## config.mk

```make
export PLATFORM = sky130hd
export DESIGN_NAME = mem_wb_stage_flat
export DESIGN_NICKNAME = d
export VERILOG_FILES = /design/src/rtl/mem_wb_stage_pkg.sv /design/src/rtl/mem_wb_stage_if.sv /design/src/rtl/dmem_handshake.sv /design/src/rtl/mem_wb_stage.sv /design/src/flat_wrapper.sv
export SDC_FILE = /design/constraint.sdc
export NUM_CORES = 1
export LEC_CHECK = 0
export ABC_AREA = 0
export BUFFER_PORTS_ARGS = -buffer_cell sky130_fd_sc_hd__buf_2
export CORE_UTILIZATION = 51
export CTS_BUF_LIST = sky130_fd_sc_hd__clkbuf_8
export DETAILED_ROUTE_END_ITERATION = 7
export GPL_ROUTABILITY_DRIVEN = 0
export PLACE_DENSITY_LB_ADDON = 0.2
export SLEW_MARGIN = 20
export SYNTH_ARGS = -nofsm -noshare
export SYNTH_HDL_FRONTEND = slang
export SYNTH_HIERARCHICAL = 1
export SYNTH_SLANG_ARGS = --single-unit
```

## constraint.sdc

```tcl
create_clock -name clk -period 3.7 [get_ports clk]
set_input_delay 0.74 -clock clk [delete_from_list [all_inputs] [get_ports clk]]
set_output_delay 0.74 -clock clk [all_outputs]
set_load 0.05 [all_outputs]
```

## src/rtl/mem_wb_stage_pkg.sv

```systemverilog
// Shared types and encodings for the memory/writeback stage.
// Holds the handshake state enum, ResultSrc codes and the writeback result selector.
package mem_wb_stage_pkg;

  typedef enum logic [1:0] {
    IDLE = 2'b00,
    REQ  = 2'b01,
    WAIT = 2'b10,
    DONE = 2'b11
  } state_e;

  localparam logic [1:0] RES_ALU = 2'b00;
  localparam logic [1:0] RES_MEM = 2'b01;
  localparam logic [1:0] RES_PC4 = 2'b10;

  // Reserved encoding 2'b11 falls back to the ALU result.
  function automatic logic [31:0] result_sel(input logic [1:0]  src,
                                             input logic [31:0] alu,
                                             input logic [31:0] mem,
                                             input logic [31:0] pc4);
    logic [31:0] res;
    case (src)
      RES_ALU: res = alu;
      RES_MEM: res = mem;
      RES_PC4: res = pc4;
      default: res = alu;
    endcase
    return res;
  endfunction

endpackage

```

## src/rtl/mem_wb_stage_if.sv

```systemverilog
// Data-memory valid/ready bus between the M stage and data memory.
// master = core side issuing requests, slave = memory side.
interface mem_wb_stage_if;

  logic        dreq_valid;
  logic        dreq_ready;
  logic        dreq_we;
  logic [31:0] dreq_addr;
  logic [31:0] dreq_wdata;
  logic        drsp_valid;
  logic [31:0] drsp_rdata;

  modport master (
    output dreq_valid,
    output dreq_we,
    output dreq_addr,
    output dreq_wdata,
    input  dreq_ready,
    input  drsp_valid,
    input  drsp_rdata
  );

  modport slave (
    input  dreq_valid,
    input  dreq_we,
    input  dreq_addr,
    input  dreq_wdata,
    output dreq_ready,
    output drsp_valid,
    output drsp_rdata
  );

endinterface

```

## src/rtl/dmem_handshake.sv

```systemverilog
// Data-memory access sequencer: request/wait/done FSM with response timeout,
// captured load data and sticky misalignment / bus-timeout flags.
module dmem_handshake
  import mem_wb_stage_pkg::*;
#(
  parameter int unsigned TIMEOUT_CYCLES = 255,
  parameter int unsigned TO_W           = 8
) (
  input  logic           clk,
  input  logic           rst,
  input  logic           memop,
  input  logic           we,
  input  logic [31:0]    addr,
  input  logic [31:0]    wdata,
  mem_wb_stage_if.master dbus,
  output logic           done,
  output logic           stall,
  output logic [31:0]    rdata,
  output logic           misalign_err,
  output logic           bus_err
);

  localparam logic [TO_W-1:0] CntLast = TO_W'(TIMEOUT_CYCLES - 1);

  state_e          state_q;
  logic [TO_W-1:0] cnt_q;
  logic [31:0]     rdata_q;
  logic            mis_q;
  logic            berr_q;
  logic            misaligned;

  assign misaligned = (addr[1:0] != 2'b00);

  always_ff @(posedge clk or posedge rst) begin
    if (rst) begin
      state_q <= IDLE;
      cnt_q   <= '0;
      rdata_q <= '0;
      mis_q   <= 1'b0;
      berr_q  <= 1'b0;
    end else begin
      case (state_q)
        IDLE: begin
          if (memop) begin
            if (misaligned) begin
              mis_q   <= 1'b1;
              rdata_q <= '0;
              state_q <= DONE;
            end else if (dbus.dreq_ready) begin
              state_q <= WAIT;
            end else begin
              state_q <= REQ;
            end
          end
        end
        REQ: begin
          if (dbus.dreq_ready) state_q <= WAIT;
        end
        WAIT: begin
          // A response in the final timeout cycle still counts as a normal completion.
          if (dbus.drsp_valid) begin
            if (!we) rdata_q <= dbus.drsp_rdata;
            state_q <= DONE;
          end else if (cnt_q == CntLast) begin
            rdata_q <= '0;
            berr_q  <= 1'b1;
            state_q <= DONE;
          end else begin
            cnt_q <= cnt_q + 1'b1;
          end
        end
        DONE: begin
          cnt_q   <= '0;
          state_q <= IDLE;
        end
        default: state_q <= IDLE;
      endcase
    end
  end

  // Request drops straight away when reset asserts, without waiting for an edge.
  assign dbus.dreq_valid = ~rst & memop & ~misaligned &
                           ((state_q == IDLE) | (state_q == REQ));
  assign dbus.dreq_we    = we;
  assign dbus.dreq_addr  = {addr[31:2], 2'b00};
  assign dbus.dreq_wdata = wdata;

  assign done         = (state_q == DONE);
  assign stall        = memop & ~done;
  assign rdata        = rdata_q;
  assign misalign_err = mis_q;
  assign bus_err      = berr_q;

endmodule

```

## src/rtl/mem_wb_stage.sv

```systemverilog
// Memory-access plus writeback stage: drives the data-memory bus for loads/stores,
// stalls the upstream pipeline while an access is outstanding, and holds the W register.
module mem_wb_stage
  import mem_wb_stage_pkg::*;
#(
  parameter int unsigned TIMEOUT_CYCLES = 255,
  parameter int unsigned TO_W           = 8
) (
  input  logic           clk,
  input  logic           reset,
  input  logic [31:0]    ALUResultM,
  input  logic [31:0]    WriteDataM,
  input  logic           MemWriteM,
  input  logic [1:0]     ResultSrcM,
  input  logic           RegWriteM,
  input  logic [4:0]     RdM,
  input  logic [31:0]    PCPlus4M,
  mem_wb_stage_if.master dbus,
  output logic           StallM,
  output logic [31:0]    ResultW,
  output logic [4:0]     RdW,
  output logic           RegWriteW,
  output logic           misalign_err,
  output logic           bus_err
);

  logic        memop;
  logic        hs_done;
  logic        hs_stall;
  logic [31:0] hs_rdata;
  logic        retire;

  assign memop = MemWriteM | (ResultSrcM == RES_MEM);

  dmem_handshake #(
    .TIMEOUT_CYCLES (TIMEOUT_CYCLES),
    .TO_W           (TO_W)
  ) u_dmem_handshake (
    .clk          (clk),
    .rst          (reset),
    .memop        (memop),
    .we           (MemWriteM),
    .addr         (ALUResultM),
    .wdata        (WriteDataM),
    .dbus         (dbus),
    .done         (hs_done),
    .stall        (hs_stall),
    .rdata        (hs_rdata),
    .misalign_err (misalign_err),
    .bus_err      (bus_err)
  );

  assign StallM = hs_stall;
  // An M instruction leaves the stage either immediately (no memory op) or from DONE.
  assign retire = ~memop | hs_done;

  always_ff @(posedge clk or posedge reset) begin
    if (reset) begin
      ResultW   <= '0;
      RdW       <= '0;
      RegWriteW <= 1'b0;
    end else if (retire) begin
      ResultW   <= result_sel(ResultSrcM, ALUResultM, hs_rdata, PCPlus4M);
      RdW       <= RdM;
      RegWriteW <= RegWriteM & (RdM != 5'd0);
    end else begin
      RegWriteW <= 1'b0;
    end
  end

endmodule

```

## src/flat_wrapper.sv

```systemverilog
// flat-port wrapper written by rule: the top's interface ports become plain ports
module mem_wb_stage_flat import mem_wb_stage_pkg::*;
#(
  parameter int unsigned TIMEOUT_CYCLES = 255,
  parameter int unsigned TO_W           = 8
)
  (clk, reset, ALUResultM, WriteDataM, MemWriteM, ResultSrcM, RegWriteM, RdM, PCPlus4M, StallM, ResultW, RdW, RegWriteW, misalign_err, bus_err, dbus_dreq_valid, dbus_dreq_we, dbus_dreq_addr, dbus_dreq_wdata, dbus_dreq_ready, dbus_drsp_valid, dbus_drsp_rdata);
  mem_wb_stage_if dbus_i ();
  input  logic clk;
  input  logic reset;
  input  logic [31:0] ALUResultM;
  input  logic [31:0] WriteDataM;
  input  logic MemWriteM;
  input  logic [1:0] ResultSrcM;
  input  logic RegWriteM;
  input  logic [4:0] RdM;
  input  logic [31:0] PCPlus4M;
  output logic StallM;
  output logic [31:0] ResultW;
  output logic [4:0] RdW;
  output logic RegWriteW;
  output logic misalign_err;
  output logic bus_err;
  output wire logic [$bits(dbus_i.dreq_valid)-1:0] dbus_dreq_valid;
  output wire logic [$bits(dbus_i.dreq_we)-1:0] dbus_dreq_we;
  output wire logic [$bits(dbus_i.dreq_addr)-1:0] dbus_dreq_addr;
  output wire logic [$bits(dbus_i.dreq_wdata)-1:0] dbus_dreq_wdata;
  input wire logic [$bits(dbus_i.dreq_ready)-1:0] dbus_dreq_ready;
  input wire logic [$bits(dbus_i.drsp_valid)-1:0] dbus_drsp_valid;
  input wire logic [$bits(dbus_i.drsp_rdata)-1:0] dbus_drsp_rdata;
  assign dbus_dreq_valid = dbus_i.dreq_valid;
  assign dbus_dreq_we = dbus_i.dreq_we;
  assign dbus_dreq_addr = dbus_i.dreq_addr;
  assign dbus_dreq_wdata = dbus_i.dreq_wdata;
  assign dbus_i.dreq_ready = dbus_dreq_ready;
  assign dbus_i.drsp_valid = dbus_drsp_valid;
  assign dbus_i.drsp_rdata = dbus_drsp_rdata;
  mem_wb_stage #(.TIMEOUT_CYCLES(TIMEOUT_CYCLES), .TO_W(TO_W)) u_core (.clk(clk), .reset(reset), .ALUResultM(ALUResultM), .WriteDataM(WriteDataM), .MemWriteM(MemWriteM), .ResultSrcM(ResultSrcM), .RegWriteM(RegWriteM), .RdM(RdM), .PCPlus4M(PCPlus4M), .dbus(dbus_i), .StallM(StallM), .ResultW(ResultW), .RdW(RdW), .RegWriteW(RegWriteW), .misalign_err(misalign_err), .bus_err(bus_err));
endmodule
```

==> metrics.sh <==
SLEW-LIMIT-HEADROOM_PCT=32.9
POST-CTS-SETUP-BUFFERS=0
CTS.REPAIR.RESIZED=0
CHIPHEIGHT_UM=100
CTSHOLDBUFFERS=0
OUTCOME='completed'
ROUTED_VIA_DENSITY=5.40
SYNTH.MOST_COMMON_CELL='sky130_fd_sc_hd__dfrtp_1'
FP.COREAREA_UM2=9280
SYN-INSTANCE-COUNT=456
FP.DIEAREA_UM2=10000
ANTENNA_FOUND_INITIAL=0
NUM_VIAS=3723
HOLD-PATH-ENDPOINT='u_core/ResultW[25]'
DRT-INITIAL-DRC-COUNT=121
ANTENNADIODECOUNT=0
RSZ_0062_RAISED_AFTER_GLOBAL_ROUTING='no'
CTS_ROOT_BUF='sky130_fd_sc_hd__clkbuf_8'
CLOCK_INSERTION_DELAY_WORST_SKEW_NS=0.34
DRV.MAX_CAP_VIOLATION_COUNT=0
DRIVE_ABOVE_1_SHARE_PCT=44.8
ROW_COUNT=35
FILLERINSTANCES=825
TRITONCTS_NUM_SINKS=82
LARGEST_NET_DEGREE_AT_THE_START_OF_GLOBAL_ROUTING=65
SETUP_TNS_NS=0
FIN_CLK_SKEW_NS=0.00893
MAX_SLEW.WORST_PIN.SLEW_NS=1.01
MAX-VDD-IR-DROP_uV=461
POWERDENSITY_nW_PER_UM2=817
AREA.GROWTH.SYNTH_TO_FINAL_PCT=12.9
SYNTH_LARGEST_AREA_CELL='sky130_fd_sc_hd__dfrtp_1'
TIMING.SETUP.CRITICAL_PATH_CLASS='reg2reg'
POST_SYNTH_INSTANCE_AREA_UM2=4920
WORST_PATH_LARGEST_CELL_DELAY_NS=0.62
CLOCK_TREE_FROM_TRITONCTS='done'
TIMING.FINAL.MAX_SLEW_VIOLATIONS=0
POSTSYNTHAREAPERCELL_UM2=10.8
HOLD_PATH.STARTPOINT='u_core/ResultW[25]'
POST_SYNTH_MOST_FREQUENT_CELLS='sky130_fd_sc_hd__dfrtp_1, sky130_fd_sc_hd__buf_4, sky130_fd_sc_hd__nor2b_1, sky130_fd_sc_hd__mux2_4, sky130_fd_sc_hd__nand2_1'
CRIT_PATH_END_KIND='register'
CTS_BUFFER_DEPTH=2
CRITICAL_PATH.STARTPOINT_TYPE='register'
MAXIMUM_CLOCK_FREQUENCY_MHz=368
HTREE_LEVELS=3
CP_DATA_ARRIVAL_TIME_NS=2.94
CPMAXSTAGEDELAYCELL='sky130_fd_sc_hd__ha_1'
NETS=705
FINALSETUPVIOLCOUNT=0
HOLDWS_NS=0.476
HOLDPATHSTAGES=2
SYNTH_CELL_TYPES=43
FINALCRITICALPERIOD_NS=2.72
SYNTHTOPCELLSBYAREA='sky130_fd_sc_hd__dfrtp_1, sky130_fd_sc_hd__mux2_4, sky130_fd_sc_hd__buf_4, sky130_fd_sc_hd__a221oi_1, sky130_fd_sc_hd__o31ai_1'
INITIAL_CORE_UTIL_PCT=53.0
SYNTH-EDFF-COUNT=0
NUMBER_OF_HOLD_SLACK_VIOLATIONS_IN_THE_FINAL_TIMING_REPORT=0
ANT_NETS=0
CLOCK_PIN_TRANSITION_ON_THE_WORST_SETUP_AND_HOLD_TIMING_PATHS_NS=0.08
CRIT_REQUIRED_NS=3.92
YS_FF_LATCH=82
DPL.HPWL_UM=8430
WORSTPATHCELLLIST='inv_1 > ha_1 > nor2_1 > a31oi_1 > nand3_4 > mux2_4'
CRITICAL_PATH.MAX_FANOUT=32
FIRST_GLOBAL_VIAS=3647
R2R-END='u_core/u_dmem_handshake/rdata[3]'
SYNTH.YOSYS.WARNINGS=6
HOLD_PATH_CLASS='reg2reg'
FIRST_PASS_GRT_WIRE_LENGTH_UM=18200
SEQ_AREA_FRAC_SYNTH_PCT=41.7
CTS_BUFFERS=9
FIRST_PASS_ITERS=5
WORST_R2R_PATH_DEPTH=6
R2R-START='u_core/u_dmem_handshake/state_q[0]'
DIE-WIDTH_UM=100
DRT_WL_TOTAL_UM=11800
OVERFLOW=0
REGTOREGSETUPSLACK_NS=0.98
FLOORPLAN.IO_PINS=248
ROUTEDWLPERCELL_UM=17.2
SYNTH_TOP_AREA_SHARE_PCT=41.7
MIN_PERIOD_OVER_PERIOD_PCT=73.4
STATIC-LEAKAGE-POWER_nW=2.93
DOMINANTREGCELLSYNTH='sky130_fd_sc_hd__dfrtp_1'
TOT_GR_TRACK_USE_PCT=23.2
PLACE.PORT_BUFFERS=181
ASYNC_FLOP_SHARE_PCT=100
DETAIL_ROUTE.DRC_VIOLATIONS=0
==> how the worst max path moves through the flow <==
| stage | startpoint | to | slack (ns) | cells past startpoint |
|---|---|---|---|---|
| finish | u_core/u_dmem_handshake/state_q[0] | u_core/u_dmem_handshake/rdata[3] | 0.98 | 6 |
| global route | u_core/u_dmem_handshake/state_q[0] | u_core/u_dmem_handshake/rdata[3] | 0.75 | 6 |
| CTS | u_core/u_dmem_handshake/state_q[0] | u_core/u_dmem_handshake/rdata[1] | 0.97 | 6 |
| detailed placement | ResultSrcM[1] | u_core/u_dmem_handshake/rdata[0] | 0.94 | 8 |
| global placement | ResultSrcM[1] | u_core/u_dmem_handshake/rdata[0] | 1.02 | 8 |
| floorplan | reset | dbus_dreq_valid | 0.64 | 2 |
==> through the flow <==
stage | util (%) | area, um2 | worst slack, ns | instances | power [mW]
finish | 59.9 | 5560 | 0.985 | 689 | 4.54
global route | 59.9 | 5560 | 0.746 | 689 | 4.79
CTS | 59.9 | 5560 | 0.972 | 689 | 4.58
detailed placement | 57.7 | 5350 | 0.944 | 674 | 3.89
global placement | 57.7 | 5350 | 1.02 | 674 | 3.83
floorplan | - | 4920 | 0.638 | 457 | 3.54
==> final cells by class <==
class	instances	area [um2]	area share (%)
flip-flops and latches	82	2050	36.9
clock buffers	12	165	2.97
clock inverters	3	38.8	0.698
repair buffers	187	951	17.1
well taps	129	161	2.90
inverters	11	41.3	0.743
multi-input cells	265	2150	38.6
==> registers in the layout, summed over array words and instances, names as in the netlist <==
signal and cells:
u_core/ResultW 32, u_core/u_dmem_handshake/state_q 2, u_core/u_dmem_handshake/bus_err 1, u_core/u_dmem_handshake/misalign_err 1, u_core/RegWriteW 1, u_core/u_dmem_handshake/rdata 32
u_core/RdW 5, u_core/u_dmem_handshake/cnt_q 8
==> cells in the final DEF, fill, tap and decap left out, types with 2 or more instances in the layout <==
master | synthesis | layout
sky130_fd_sc_hd__a221o_1 | 3 | 3
sky130_fd_sc_hd__a221oi_1 | 32 | 32
sky130_fd_sc_hd__a22o_1 | 2 | 2
sky130_fd_sc_hd__a31oi_1 | 3 | 3
sky130_fd_sc_hd__and3_1 | 33 | 33
sky130_fd_sc_hd__buf_2 | 2 | 181
sky130_fd_sc_hd__buf_4 | 65 | 6
sky130_fd_sc_hd__clkbuf_8 | 0 | 12
sky130_fd_sc_hd__conb_1 | 1 | 2
sky130_fd_sc_hd__dfrtp_1 | 82 | 82
sky130_fd_sc_hd__ha_1 | 8 | 7
sky130_fd_sc_hd__inv_1 | 11 | 10
sky130_fd_sc_hd__mux2_2 | 4 | 4
sky130_fd_sc_hd__mux2_4 | 35 | 35
sky130_fd_sc_hd__nand2_1 | 35 | 35
sky130_fd_sc_hd__nor2_1 | 5 | 5
sky130_fd_sc_hd__nor2b_1 | 37 | 37
sky130_fd_sc_hd__nor4_1 | 3 | 3
sky130_fd_sc_hd__o211ai_1 | 4 | 4
sky130_fd_sc_hd__o31ai_1 | 34 | 34
sky130_fd_sc_hd__or2_2 | 3 | 3
sky130_fd_sc_hd__xnor2_1 | 2 | 2
==> where the power goes <==
part           internal, mW  switching, mW  leakage [nW]
registers              1.29          0.233          1.06
clock network         0.361          0.308         0.110
logic                 0.838           1.51          1.76
==> critical path, delay by kind of cell (launching register included) <==
family / cells / cell delay (ns)
adder cells (fa/ha/maj): 1 / 0.62
buffers and inverters: 1 / 0.11
AND/OR/NAND/NOR: 2 / 0.66
AO/OA/AOI/OAI: 1 / 0.28
multiplexers: 1 / 0.49
flip-flops: 1 / 0.41
==> kinds of logic (layout without fill, tap and decap cells) <==
logic type / count (synthesis) / count (layout) / share of synthesized area (%)
simple gates: 126 / 126 / 14.7
buf+inv: 110 / 213 / 14.8
compound gates: 88 / 88 / 14.8
flops: 82 / 82 / 41.7
mux: 39 / 39 / 11.6
fa+ha+maj: 8 / 8 / 2.03
xor+xnor: 2 / 2 / 0.356
other cells: 1 / 2 / 0.0762
==> per-layer routing <==
layer / vias up / wire (um) / global-route usage (%) / part of all wire (%)
li1: 1776 / - / - / -
met1: 1774 / 5060 / 29.0 / 43
met2: 144 / 5870 / 40.5 / 50
met3: 29 / 709 / 3.55 / 6.0
met4: 0 / 180 / 8.70 / 1.5
met5: - / 0 / 0 / 0
Power figures use the tool's default switching activity.
